File: src/rtl/regfile_rd_port_if.sv
// Bus bundle for the register-file read port: write strobe, read request and read response.
// master = decode/execute side, slave = register file.
interface regfile_rd_port_if #(
  parameter int unsigned DATA_W = 16,
  parameter int unsigned ADDR_W = 3
);
  logic              wr_en;
  logic [ADDR_W-1:0] wr_addr;
  logic [DATA_W-1:0] wr_data;
  logic              rd_req_valid;
  logic              rd_req_ready;
  logic [ADDR_W-1:0] rd_addr1;
  logic [ADDR_W-1:0] rd_addr2;
  logic              rd_rsp_valid;
  logic              rd_rsp_ready;
  logic [DATA_W-1:0] rd_data1;
  logic [DATA_W-1:0] rd_data2;

  modport master (
    output wr_en, wr_addr, wr_data, rd_req_valid, rd_addr1, rd_addr2, rd_rsp_ready,
    input  rd_req_ready, rd_rsp_valid, rd_data1, rd_data2
  );

  modport slave (
    input  wr_en, wr_addr, wr_data, rd_req_valid, rd_addr1, rd_addr2, rd_rsp_ready,
    output rd_req_ready, rd_rsp_valid, rd_data1, rd_data2
  );
endinterface

File: src/rtl/regfile_rd_port.sv
// 8 x 16 register file with write-to-read bypass and a 2-entry (output + skid)
// response buffer so one read per cycle survives consumer backpressure.
module regfile_rd_port #(
  parameter int unsigned DATA_W   = 16,
  parameter int unsigned NUM_REGS = 8,
  parameter int unsigned ADDR_W   = 3
) (
  input  logic                  clk,
  input  logic                  rst,
  regfile_rd_port_if.slave      bus
);

  localparam logic [1:0] ST_EMPTY = 2'd0;
  localparam logic [1:0] ST_ONE   = 2'd1;
  localparam logic [1:0] ST_FULL  = 2'd2;

  logic [1:0]        state_q, state_d;
  logic [DATA_W-1:0] regs_q [NUM_REGS];
  logic [DATA_W-1:0] regs_d [NUM_REGS];
  logic [DATA_W-1:0] out1_q, out1_d, out2_q, out2_d;
  logic [DATA_W-1:0] skid1_q, skid1_d, skid2_q, skid2_d;
  logic              rsp_valid_q, rsp_valid_d;

  logic              req_ready_c;
  logic              acc_c, pop_c;
  logic [DATA_W-1:0] op1_c, op2_c;

  // Ready depends only on reset and buffer occupancy, never on rd_rsp_ready.
  assign req_ready_c = !rst && (state_q != ST_FULL);
  assign acc_c       = bus.rd_req_valid && req_ready_c;
  assign pop_c       = rsp_valid_q && bus.rd_rsp_ready;

  // Operand snapshot: R0 reads zero, a same-cycle write is forwarded.
  always_comb begin
    op1_c = regs_q[bus.rd_addr1];
    op2_c = regs_q[bus.rd_addr2];
    if (bus.wr_en && (bus.wr_addr == bus.rd_addr1)) op1_c = bus.wr_data;
    if (bus.wr_en && (bus.wr_addr == bus.rd_addr2)) op2_c = bus.wr_data;
    if (bus.rd_addr1 == '0) op1_c = '0;
    if (bus.rd_addr2 == '0) op2_c = '0;
  end

  // Register array update and buffer occupancy FSM.
  always_comb begin
    state_d = state_q;
    regs_d  = regs_q;
    out1_d  = out1_q;
    out2_d  = out2_q;
    skid1_d = skid1_q;
    skid2_d = skid2_q;

    if (bus.wr_en && (bus.wr_addr != '0)) regs_d[bus.wr_addr] = bus.wr_data;

    case (state_q)
      ST_EMPTY: begin
        if (acc_c) begin
          out1_d  = op1_c;
          out2_d  = op2_c;
          state_d = ST_ONE;
        end
      end
      ST_ONE: begin
        if (acc_c && pop_c) begin
          out1_d = op1_c;
          out2_d = op2_c;
        end else if (acc_c) begin
          skid1_d = op1_c;
          skid2_d = op2_c;
          state_d = ST_FULL;
        end else if (pop_c) begin
          state_d = ST_EMPTY;
        end
      end
      ST_FULL: begin
        if (pop_c) begin
          out1_d  = skid1_q;
          out2_d  = skid2_q;
          state_d = ST_ONE;
        end
      end
      default: state_d = ST_EMPTY;
    endcase

    rsp_valid_d = (state_d != ST_EMPTY);
  end

  always_ff @(posedge clk) begin
    if (rst) begin
      state_q     <= ST_EMPTY;
      rsp_valid_q <= 1'b0;
      out1_q      <= '0;
      out2_q      <= '0;
      skid1_q     <= '0;
      skid2_q     <= '0;
      for (int i = 0; i < int'(NUM_REGS); i++) regs_q[i] <= '0;
    end else begin
      state_q     <= state_d;
      rsp_valid_q <= rsp_valid_d;
      out1_q      <= out1_d;
      out2_q      <= out2_d;
      skid1_q     <= skid1_d;
      skid2_q     <= skid2_d;
      regs_q      <= regs_d;
    end
  end

  assign bus.rd_req_ready = req_ready_c;
  assign bus.rd_rsp_valid = rsp_valid_q;
  assign bus.rd_data1     = out1_q;
  assign bus.rd_data2     = out2_q;

endmodule

File: src/flat_wrapper.sv
// flat-port wrapper written by rule: the top's interface ports become plain ports
module regfile_rd_port_flat 
#(
  parameter int unsigned DATA_W   = 16,
  parameter int unsigned NUM_REGS = 8,
  parameter int unsigned ADDR_W   = 3
)
  (clk, rst, bus_wr_en, bus_wr_addr, bus_wr_data, bus_rd_req_valid, bus_rd_addr1, bus_rd_addr2, bus_rd_rsp_ready, bus_rd_req_ready, bus_rd_rsp_valid, bus_rd_data1, bus_rd_data2);
  regfile_rd_port_if #(.DATA_W(DATA_W), .ADDR_W(ADDR_W)) bus_i ();
  input  logic clk;
  input  logic rst;
  input wire logic [$bits(bus_i.wr_en)-1:0] bus_wr_en;
  input wire logic [$bits(bus_i.wr_addr)-1:0] bus_wr_addr;
  input wire logic [$bits(bus_i.wr_data)-1:0] bus_wr_data;
  input wire logic [$bits(bus_i.rd_req_valid)-1:0] bus_rd_req_valid;
  input wire logic [$bits(bus_i.rd_addr1)-1:0] bus_rd_addr1;
  input wire logic [$bits(bus_i.rd_addr2)-1:0] bus_rd_addr2;
  input wire logic [$bits(bus_i.rd_rsp_ready)-1:0] bus_rd_rsp_ready;
  output wire logic [$bits(bus_i.rd_req_ready)-1:0] bus_rd_req_ready;
  output wire logic [$bits(bus_i.rd_rsp_valid)-1:0] bus_rd_rsp_valid;
  output wire logic [$bits(bus_i.rd_data1)-1:0] bus_rd_data1;
  output wire logic [$bits(bus_i.rd_data2)-1:0] bus_rd_data2;
  assign bus_i.wr_en = bus_wr_en;
  assign bus_i.wr_addr = bus_wr_addr;
  assign bus_i.wr_data = bus_wr_data;
  assign bus_i.rd_req_valid = bus_rd_req_valid;
  assign bus_i.rd_addr1 = bus_rd_addr1;
  assign bus_i.rd_addr2 = bus_rd_addr2;
  assign bus_i.rd_rsp_ready = bus_rd_rsp_ready;
  assign bus_rd_req_ready = bus_i.rd_req_ready;
  assign bus_rd_rsp_valid = bus_i.rd_rsp_valid;
  assign bus_rd_data1 = bus_i.rd_data1;
  assign bus_rd_data2 = bus_i.rd_data2;
  regfile_rd_port #(.DATA_W(DATA_W), .NUM_REGS(NUM_REGS), .ADDR_W(ADDR_W)) u_core (.clk(clk), .rst(rst), .bus(bus_i));
endmodule
File: config.mk
export PLATFORM = sky130hd
export DESIGN_NAME = regfile_rd_port_flat
export DESIGN_NICKNAME = d
export VERILOG_FILES = /design/src/rtl/regfile_rd_port_if.sv /design/src/rtl/regfile_rd_port.sv /design/src/flat_wrapper.sv
export SDC_FILE = /design/constraint.sdc
export NUM_CORES = 1
export LEC_CHECK = 0
export ABC_CLOCK_PERIOD_IN_PS = 2500
export BUFFER_PORTS_ARGS = -buffer_cell sky130_fd_sc_hd__buf_2
export CAP_MARGIN = 20
export CELL_PAD_IN_SITES_DETAIL_PLACEMENT = 0
export CELL_PAD_IN_SITES_GLOBAL_PLACEMENT = 2
export CORE_UTILIZATION = 40
export DETAILED_ROUTE_END_ITERATION = 10
export PLACE_DENSITY = 0.91
export SLEW_MARGIN = 15
export SYNTH_ARGS = -nofsm -noshare
export SYNTH_HDL_FRONTEND = slang
export SYNTH_SLANG_ARGS = --single-unit
export TNS_END_PERCENT = 50
File: constraint.sdc
create_clock -name clk -period 2.5 [get_ports clk]
set_input_delay 0.25 -clock clk [delete_from_list [all_inputs] [get_ports clk]]
set_output_delay 0.25 -clock clk [all_outputs]
set_load 0.05 [all_outputs]
# After elaboration in Yosys (flattened, before gate mapping)
# Index checks and enable logic that the tools add are counted.
# totals
input_bits	30
register_bits	195
# classes
eq_ne	8
n_reduce_logical	17
magnitude_cmp	4
bitwise	4
muxes	27
# op_table
cell	n
16-bit two-way mux	15
128-bit bitwise mux	1
16-bit binary-select mux with 3-bit select	2
16-bit case mux with 3 select lines	2
16-bit demux with 3-bit select	1
4-bit greater-or-equal comparator, second input constant	3
3-bit NOT with 4-bit output	3
2-bit two-way mux	5
1-bit logical AND	8
3-bit equality test	2
3-bit zero test	2
2-bit by 1-bit inequality test with 1-bit output, second input constant	3
2-bit case mux with 3 select lines	1
3-bit nonzero test	2
4-bit by 1-bit < comparator with 1-bit output, second input constant	1
4-bit AND reduction	1
3-bit AND reduction	1
2-bit by 1-bit equality test with 1-bit output, second input constant	1
2-bit equality test, second input constant	1
2-bit zero test	1
2-bit inequality test, second input constant	1
2-bit nonzero test	1
1-bit zero test	1
1-bit NOT	1

# Logic depth before layout (Yosys ltp)
# Gate-level depths: netlist (run 1).
# depth
ltp_word	8
depth_mapped	8

# Worst setup path after synthesis (run 1)
# OpenSTA, ideal clock, no wires.
# synth_path
path_type	reg2reg
start	register u_core.rsp_valid_q, in the netlist u_core.bus.rd_rsp_valid
end	register u_core.out1_q[0], in the netlist u_core.bus.rd_data1[0]
setup_time_ns	0.070
path_stages_with_launch	7
arrival_ns	1.774
n_path_buf	2
period_less_slack_ns	1.844
path_slack_ns	0.656
path_cell_list	dfxtp_1 -> buf_2 -> nand4b_1 -> clkbuf_1 -> a41oi_1 -> o211ai_1 -> o2bb2ai_1
# synth_via
elab_chain_cells	4
# synth_rtl
item	line_no	text
from (decl)	regfile_rd_port.sv:22	logic rsp_valid_q, rsp_valid_d;
from (signal assigned)	regfile_rd_port.sv:98	rsp_valid_q <= rsp_valid_d;
1-bit logical AND *	regfile_rd_port.sv:31	assign pop_c = rsp_valid_q && bus.rd_rsp_ready;
1-bit logical AND	regfile_rd_port.sv:63	if (acc_c && pop_c) begin
2-bit by 1-bit inequality test with 1-bit output (no source line)	n/a	
4-bit AND reduction (no source line) *	n/a	
to (signal assigned)	regfile_rd_port.sv:99	out1_q <= out1_d;
to (decl)	regfile_rd_port.sv:20	logic [DATA_W-1:0] out1_q, out1_d, out2_q, out2_d;
# Every way passes the cells marked *; elsewhere a longest branch is shown, timed or not.
# A chain may end at the register's enable or synchronous reset.

# Final worst setup path (run 1)
# layout_path
start	register u_core.state_q[1]
end	output port bus_rd_req_ready
# layout_via
elab_chain_cells	2
# layout_rtl
item	line_no	text
from (decl)	regfile_rd_port.sv:17	logic [1:0] state_q, state_d;
from (signal assigned)	regfile_rd_port.sv:97	state_q <= state_d;
2-bit inequality test	regfile_rd_port.sv:29	assign req_ready_c = !rst && (state_q != ST_FULL);
1-bit logical AND	regfile_rd_port.sv:29	
to (decl)	flat_wrapper.sv:19	output wire logic [$bits(bus_i.rd_req_ready)-1:0] bus_rd_req_ready;
# No other way between the ends.

==> results_tabular.tex, run 1 <==
\begin{tabular}{lr}
\hline
Metric & Value \\
\hline
\multicolumn{2}{l}{\textbf{Run status}} \\
\quad Result of the run & finished, final reports clean \\
\multicolumn{2}{l}{\textbf{Synthesis}} \\
\quad Number of cells produced by synthesis & 1,220 \\
\quad Main area contributors after synthesis & dfxtp\_1 38\%, mux2i\_1 13\%, nand2\_1 8.5\% \\
\quad EDFF count, synth & 0 \\
\quad Total of flip-flops plus latches after synthesis & 195 \\
\quad Share of the synthesized area in the top cell type & 38.3\% \\
\quad Post-synthesis average cell area & 8.36 um\^{}2 \\
\quad Number of distinct library cells after synthesis & 37 \\
\quad Net count after synthesis & 1,250 \\
\quad Total number of yosys warnings & 0 \\
\quad Share of synthesized flip-flops with an asynchronous set or reset & 0\% \\
\quad Synth Cell Area & 10,200 um\^{}2 \\
\quad Sequential-to-total area share from yosys stat & 38.3\% \\
\quad Most common flop cell mapped by yosys & dfxtp\_1 \\
\quad Cell taking the most area after synthesis & dfxtp\_1 \\
\multicolumn{2}{l}{\textbf{Placement}} \\
\quad Final estimated routing congestion in global placement & 0.902 \\
\quad Sum of net half-perimeters after detailed placement & 24.0 mm \\
\quad Cell Count Post-Placement & 1,533 \\
\quad Port buffer count & 63 \\
\multicolumn{2}{l}{\textbf{STA}} \\
\quad Sum Neg Setup Slack & 0 ns \\
\quad Fin crit share & 82.6\% \\
\quad Slew HR & 39.0\% \\
\quad Final count of negative-setup-slack endpoints & 0 \\
\quad Period minus WS final & 2.07 ns \\
\quad Final-report hold violation count & 0 \\
\quad Final Max Tran Viols & 0 \\
\quad RSZ-0062 raised after global routing & false \\
\quad Post-route clock skew & 0.0160 ns \\
\quad Max Clock Freq & 0.484 GHz \\
\quad Slew at the pin with the worst max-slew slack & 0.915 ns \\
\multicolumn{2}{l}{\textbf{Setup path}} \\
\quad Cell at the slowest stage of the critical path & dfxtp\_1 \\
\quad Critical path buffers and inverters & 2 \\
\quad Startpoint types & flop \\
\quad CP top delay family & buffers and inverters \\
\quad Number of cells traversed by the worst register-to-register path & 5 \\
\quad CP max FO & 35 \\
\quad Worst path depth & 4 \\
\quad Largest stage delay on the critical path & 0.47 ns \\
\quad Crit-path cells & nor2b\_2, buf\_4, nor2\_1, buf\_2 \\
\quad Category of the most critical setup path & flop to primary output \\
\quad CP Data Arrival Time & 1.82 ns \\
\quad CP endpoint kind & primary output \\
\quad Endpoint required time on the critical path & 2.25 ns \\
\multicolumn{2}{l}{\textbf{Clocking}} \\
\quad Total clock buffers created by CTS & 17 \\
\quad Post-CTS setup buffer count & 0 \\
\quad Clock tree from TritonCTS & done \\
\quad Hold bufs inserted after CTS & 0 \\
\quad Clock slew at the register clock pins of the worst setup and hold paths & 0.08 ns \\
\quad Clock H-tree levels & 4 \\
\quad Maximum buffer depth of the clock tree & 2 \\
\quad Clock Latency Late Sink & 0.44 ns \\
\quad Cts repair resizes & 0 \\
\quad Clock root cell & clkbuf\_16 \\
\quad Clock Sink Count & 195 \\
\multicolumn{2}{l}{\textbf{Layout}} \\
\quad Proportion of layout cells with a drive suffix above 1 & 12.2\% \\
\quad Fin util & 44.9\% \\
\quad Layout overhead on the synthesized area & 10.4\% \\
\quad Total inserted antenna cells & 0 \\
\quad Commonest non-fill, non-tap cells in the layout & 232 x nand2\_1, 195 x dfxtp\_1, 128 x mux2i\_1 \\
\quad Most common library cell in the layout ignoring fill and taps & nand2\_1 \\
\quad Fillers & 2,500 \\
\quad Final standard cell count with taps included and fillers excluded & 1,565 \\
\quad Area of the multi-input gates & 5570 um\^{}2 \\
\quad Count of nets after finishing & 1,252 \\
\quad Register Area & 3900 um\^{}2 \\
\multicolumn{2}{l}{\textbf{Power}} \\
\quad Power density normalized to cell area & 655 nW/um\^{}2 \\
\quad Total chip power & 0.00738 W \\
\quad Sequential Power Share & 45.0\% \\
\quad Clock share of power & 36.3\% \\
\quad Internal portion of total power & 0.00499 W \\
\quad Switching share of power & 32.4\% \\
\quad Leakage dissipation & 4.25 nW \\
\quad Combinational power share & 18.7\% \\
\quad VDD IR-drop max & 0.363 mV \\
\quad Net switching power of the design & 0.00239 W \\
\multicolumn{2}{l}{\textbf{Drt}} \\
\quad Number of optimization iterations in the first detailed-route pass & 7 \\
\quad Ratio of routed vias to standard cells & 6.00 \\
\quad Count of routing violations after the opening detailed-route iteration & 1,005 \\
\quad Via count & 9,387 \\
\quad Final routed wire length divided by cell count & 23.2 um \\
\quad DRC Markers & 0 \\
\quad Count of antenna-violating nets left after detailed routing & 0 \\
\quad Post-detailed-routing wire length & 36.3 mm \\
\multicolumn{2}{l}{\textbf{Global routing}} \\
\quad Antenna violations before repair & 1 \\
\quad Global-route wire length before repair & 55.2 mm \\
\quad Maximum number of pins on one net before global-route repair & 166 \\
\quad GR Overflow Total & 0 \\
\quad Vias in the first global route & 8,635 \\
\quad All-Layer GR Usage & 28.1\% \\
\multicolumn{2}{l}{\textbf{Floorplan}} \\
\quad Area of the placeable core & 25,100 um\^{}2 \\
\quad Cell row count & 58 \\
\quad Die Ht & 162 um \\
\quad Number of I/O pins & 64 \\
\quad Effective utilization at floorplan & 40.6\% \\
\quad Width of the chip & 162 um \\
\quad Overall die area & 26,200 um\^{}2 \\
\multicolumn{2}{l}{\textbf{Worst hold path}} \\
\quad HP Class & input port to flop \\
\quad Number of cells on the worst hold path & 2 \\
\multicolumn{2}{l}{\textbf{Job}} \\
\quad Max-capacitance violation count & 0 \\
\hline
\end{tabular}
[sequential cells by signal, summed over array words and instances, names as in the netlist]
register,cells
u_core.bus.rd_rsp_valid,1
u_core.state_q,2
u_core.bus.rd_data1,16
u_core.bus.rd_data2,16
u_core.regs_q,128
u_core.skid1_q,16
u_core.skid2_q,16
[kinds of logic (layout without fill, tap and decap cells)]
family                 Yosys count  in the layout  synth area share [%]
buffers and inverters          157            172                  7.28
AND/OR/NAND/NOR                390            390                  17.7
multiplexers                   128            128                  12.6
AO/OA/AOI/OAI                  344            344                  23.7
XOR/XNOR                         6              6                 0.515
flip-flops                     195            195                  38.3
[cells in the mapped netlist (3+ instances only)]
cell,count
a32o_1,32
o22ai_1,64
nor2b_1,21
dfxtp_1,195
buf_2,28
xnor2_1,6
nand2b_1,39
a22o_1,32
o211ai_1,32
clkbuf_1,70
nor3_1,35
nand3_1,6
buf_4,15
a21oi_1,114
buf_6,8
or3_1,33
inv_1,33
nand2_1,232
nand4_1,3
o2bb2ai_1,32
nor2_1,10
mux2i_1,128
a41oi_1,32
[metal layers]
layer  wire, um  track usage (%)  up-vias
met5         13                0        -
met4        790             8.49        2
met3       2800             4.39       52
met2      16300             43.8      384
met1      16300             39.8     4536
li1           -                -     4413
[cell type report]
class,count,area share [%]
clock buffers,18,3.90
repair buffers,107,6.20
flip-flops and latches,195,34.6
inverters,33,1.10
clock inverters,14,1.04
well taps,330,3.66
multi-input cells,868,49.5
[path summary, 6_finish.rpt]
path                startpoint                       to  slack, ns
max          u_core.state_q[1]         bus_rd_req_ready       0.43
min           bus_rd_rsp_ready        u_core.state_q[1]       0.13
max reg2reg  u_core.state_q[1]  u_core.bus.rd_data1[15]       0.51
min reg2reg   u_core.regs_q[2]         u_core.regs_q[2]       0.47
[power by group through the flow]
stage | Combinational, W | Sequential, W | Clock [W]
2_1_floorplan | 0.000743 | 0.00364 | 0
3_3_place_gp | 0.00136 | 0.00339 | 0
3_5_place_dp | 0.00137 | 0.00340 | 0
4_1_cts | 0.00137 | 0.00332 | 0.00271
5_1_grt | 0.00147 | 0.00334 | 0.00284
6_report | 0.00138 | 0.00332 | 0.00268
[per-stage QoR]
step | area [um^2] | setup slack, ns | hold WS [ns]
2_1_floorplan | 10200 | 0.656 | 0.442
3_3_place_gp | 10700 | 0.485 | 0.453
3_5_place_dp | 10700 | 0.439 | 0.460
4_1_cts | 11300 | 0.429 | 0.106
5_1_grt | 11300 | 0.303 | 0.124
6_report | 11300 | 0.434 | 0.125
No activity file was read; power rests on OpenSTA's default activity.
==> inputs of run 2 (changes only) <==
ABC_CLOCK_PERIOD_IN_PS = 1760   (was 2500)
CORE_UTILIZATION = 34   (was 40)
PLACE_DENSITY = 0.83   (was 0.91)
clock period = 1.76 ns   (was 2.5 ns; I/O delays follow)
==> results_tabular.tex, run 2 (synthesis gave the netlist of run 1 again) <==
\begin{tabular}{lr}
\hline
Metric & Value \\
\hline
\multicolumn{2}{l}{\textbf{Drt}} \\
\quad DRC Markers & 0 \\
\quad Met1 WL & 17.3 mm \\
\quad Number of optimization iterations in the first detailed-route pass & 5 \\
\quad Final routed wire length divided by cell count & 22.4 um \\
\quad Met2 wire length & 16.9 mm \\
\quad Wire length on met3 & 2.40 mm \\
\quad Top routing layer in use & met4 \\
\quad Ratio of routed vias to standard cells & 5.66 \\
\quad Count of antenna-violating nets left after detailed routing & 0 \\
\quad Post-detailed-routing wire length & 37.6 mm \\
\quad Via count & 9,474 \\
\quad Count of routing violations after the opening detailed-route iteration & 1,009 \\
\multicolumn{2}{l}{\textbf{STA}} \\
\quad Fin crit share & 94.8\% \\
\quad Period minus WS final & 1.67 ns \\
\quad Sum Neg Setup Slack & 0 ns \\
\quad Slew at the pin with the worst max-slew slack & 0.589 ns \\
\quad Slew HR & 60.7\% \\
\quad Max Clock Freq & 0.599 GHz \\
\quad Minimum hold slack & 0.0539 ns \\
\quad Final-report hold violation count & 0 \\
\quad Post-route clock skew & 0.0143 ns \\
\quad Final Max Tran Viols & 0 \\
\quad Final count of negative-setup-slack endpoints & 0 \\
\quad RSZ-0062 raised after global routing & false \\
\quad Worst path setup slack after routing & 0.0917 ns \\
\multicolumn{2}{l}{\textbf{Power}} \\
\quad Power density normalized to cell area & 918 nW/um\^{}2 \\
\quad Total chip power & 0.0109 W \\
\quad Leakage dissipation & 4.57 nW \\
\quad VDD IR-drop max & 0.696 mV \\
\multicolumn{2}{l}{\textbf{Clocking}} \\
\quad Clock slew at the register clock pins of the worst setup and hold paths & 0.07 ns \\
\quad Clock Sink Count & 195 \\
\quad Clock Latency Late Sink & 0.45 ns \\
\quad Total clock buffers created by CTS & 17 \\
\quad Clock H-tree levels & 4 \\
\quad Clock root cell & clkbuf\_16 \\
\quad Clock tree from TritonCTS & done \\
\quad Maximum buffer depth of the clock tree & 2 \\
\quad Hold bufs inserted after CTS & 0 \\
\multicolumn{2}{l}{\textbf{Global routing}} \\
\quad GR Overflow Total & 0 \\
\quad Maximum number of pins on one net before global-route repair & 96 \\
\quad Antenna violations before repair & 0 \\
\quad Vias in the first global route & 8,800 \\
\quad All-Layer GR Usage & 24.6\% \\
\quad Global-route wire length before repair & 56.2 mm \\
\multicolumn{2}{l}{\textbf{Setup path}} \\
\quad Endpoint required time on the critical path & 1.58 ns \\
\quad Largest stage delay on the critical path & 0.34 ns \\
\quad CP endpoint kind & primary output \\
\quad Startpoint of the worst-slack reg-to-reg timing path & u\_core.state\_q[1] \\
\quad CP Data Arrival Time & 1.49 ns \\
\quad Worst setup startpoint & u\_core.state\_q[0] \\
\quad Category of the most critical setup path & flop to primary output \\
\quad Startpoint types & flop \\
\quad Cell occurring most often along the worst timing path & buf\_4 \\
\quad CP max FO & 6 \\
\quad Crit-path cells & buf\_4, nor2b\_4, buf\_4, nor2\_1, buf\_2 \\
\quad Cell at the slowest stage of the critical path & dfxtp\_1 \\
\multicolumn{2}{l}{\textbf{Placement}} \\
\quad Port buffer count & 63 \\
\quad Cell Count Post-Placement & 1,640 \\
\quad Minimum setup slack after placement & -0.0539 ns \\
\quad Final estimated routing congestion in global placement & 0.860 \\
\quad Sum of net half-perimeters after detailed placement & 26.3 mm \\
\multicolumn{2}{l}{\textbf{Layout}} \\
\quad Area of the multi-input gates & 5580 um\^{}2 \\
\quad Proportion of layout cells with a drive suffix above 1 & 15.6\% \\
\quad Commonest non-fill, non-tap cells in the layout & 232 x nand2\_1, 194 x dfxtp\_1, 128 x mux2i\_1 \\
\quad Most common library cell in the layout ignoring fill and taps & nand2\_1 \\
\quad Layout overhead on the synthesized area & 16.8\% \\
\quad Register with the most flip-flops & u\_core.regs\_q \\
\quad Fillers & 2,987 \\
\quad Register Area & 3910 um\^{}2 \\
\quad Count of nets after finishing & 1,300 \\
\quad Final standard cell count with taps included and fillers excluded & 1,673 \\
\quad Flip-flop count of the largest register, all copies and words added & 128 \\
\quad Total inserted antenna cells & 0 \\
\multicolumn{2}{l}{\textbf{Worst hold path}} \\
\quad Worst min-delay path startpoint & bus\_rd\_rsp\_ready \\
\quad HP Class & input port to flop \\
\multicolumn{2}{l}{\textbf{Floorplan}} \\
\quad Width of the chip & 175 um \\
\quad Die Ht & 175 um \\
\quad Area of the placeable core & 29,600 um\^{}2 \\
\quad Cell row count & 63 \\
\quad Overall die area & 30,700 um\^{}2 \\
\quad Number of I/O pins & 64 \\
\quad Effective utilization at floorplan & 34.5\% \\
\multicolumn{2}{l}{\textbf{Job}} \\
\quad Max-capacitance violation count & 0 \\
\multicolumn{2}{l}{\textbf{Run status}} \\
\quad Result of the run & finished, final reports clean \\
\hline
\end{tabular}
run 2: cell types whose count changed in the layout (fill, tap and decap cells not counted), moves of 2 or more:
cell and delta:
buf_4 +36, bufinv_16 +2, buf_12 +12, inv_8 +2
inv_6 -4
run 2: path summary, 6_finish.rpt:
path	end	slack [ns]	depth (start not counted)
worst max-delay path	bus_rd_req_ready	0.09	5
worst max register to register	u_core.bus.rd_data1[13]	0.11	5
worst min register to register	u_core.regs_q[62]	0.47	2
worst min-delay path	u_core.state_q[1]	0.05	2
run 2: critical path: cells and delay by family (launching register included):
kind	cells	cell delay, ns
buffers and inverters	3	0.57
flip-flops	1	0.34
AND/OR/NAND/NOR	2	0.13
run 2: through the flow:
stage          instance area, um^2  util (%)
2_1_floorplan                10200         -
3_3_place_gp                 11300      38.2
3_5_place_dp                 11300      38.2
4_1_cts                      11900      40.3
5_1_grt                      11900      40.3
6_report                     11900      40.3
run 2: layout make-up:
| cell class | count | share of cell area, % |
|---|---|---|
| multi-input combinational | 868 | 46.9 |
| sequential | 195 | 32.8 |
| timing repair buffer | 155 | 10.1 |
| tap | 390 | 4.10 |
| clock buffer | 18 | 3.69 |
| clock inverter | 14 | 1.40 |
| inverter | 33 | 1.04 |
run 2: metal layers:
layer | up-vias | global-route usage [%]
met5 | - | 0
met4 | 0 | 7.86
met3 | 42 | 3.70
met2 | 359 | 38.6
met1 | 4567 | 34.4
li1 | 4506 | -
run 2: power breakdown:
group | total, W | switching, W | internal, W | leakage [nW]
clock | 0.00410 | 0.00192 | 0.00218 | 0.293
sequential | 0.00472 | 0.000133 | 0.00459 | 1.58
combinational | 0.00211 | 0.00139 | 0.000721 | 2.69
run 2: what timing repair did:
action                     CTS  global route
setup endpoints to repair    1            16
resized for setup            1             1
buffers inserted             1             0
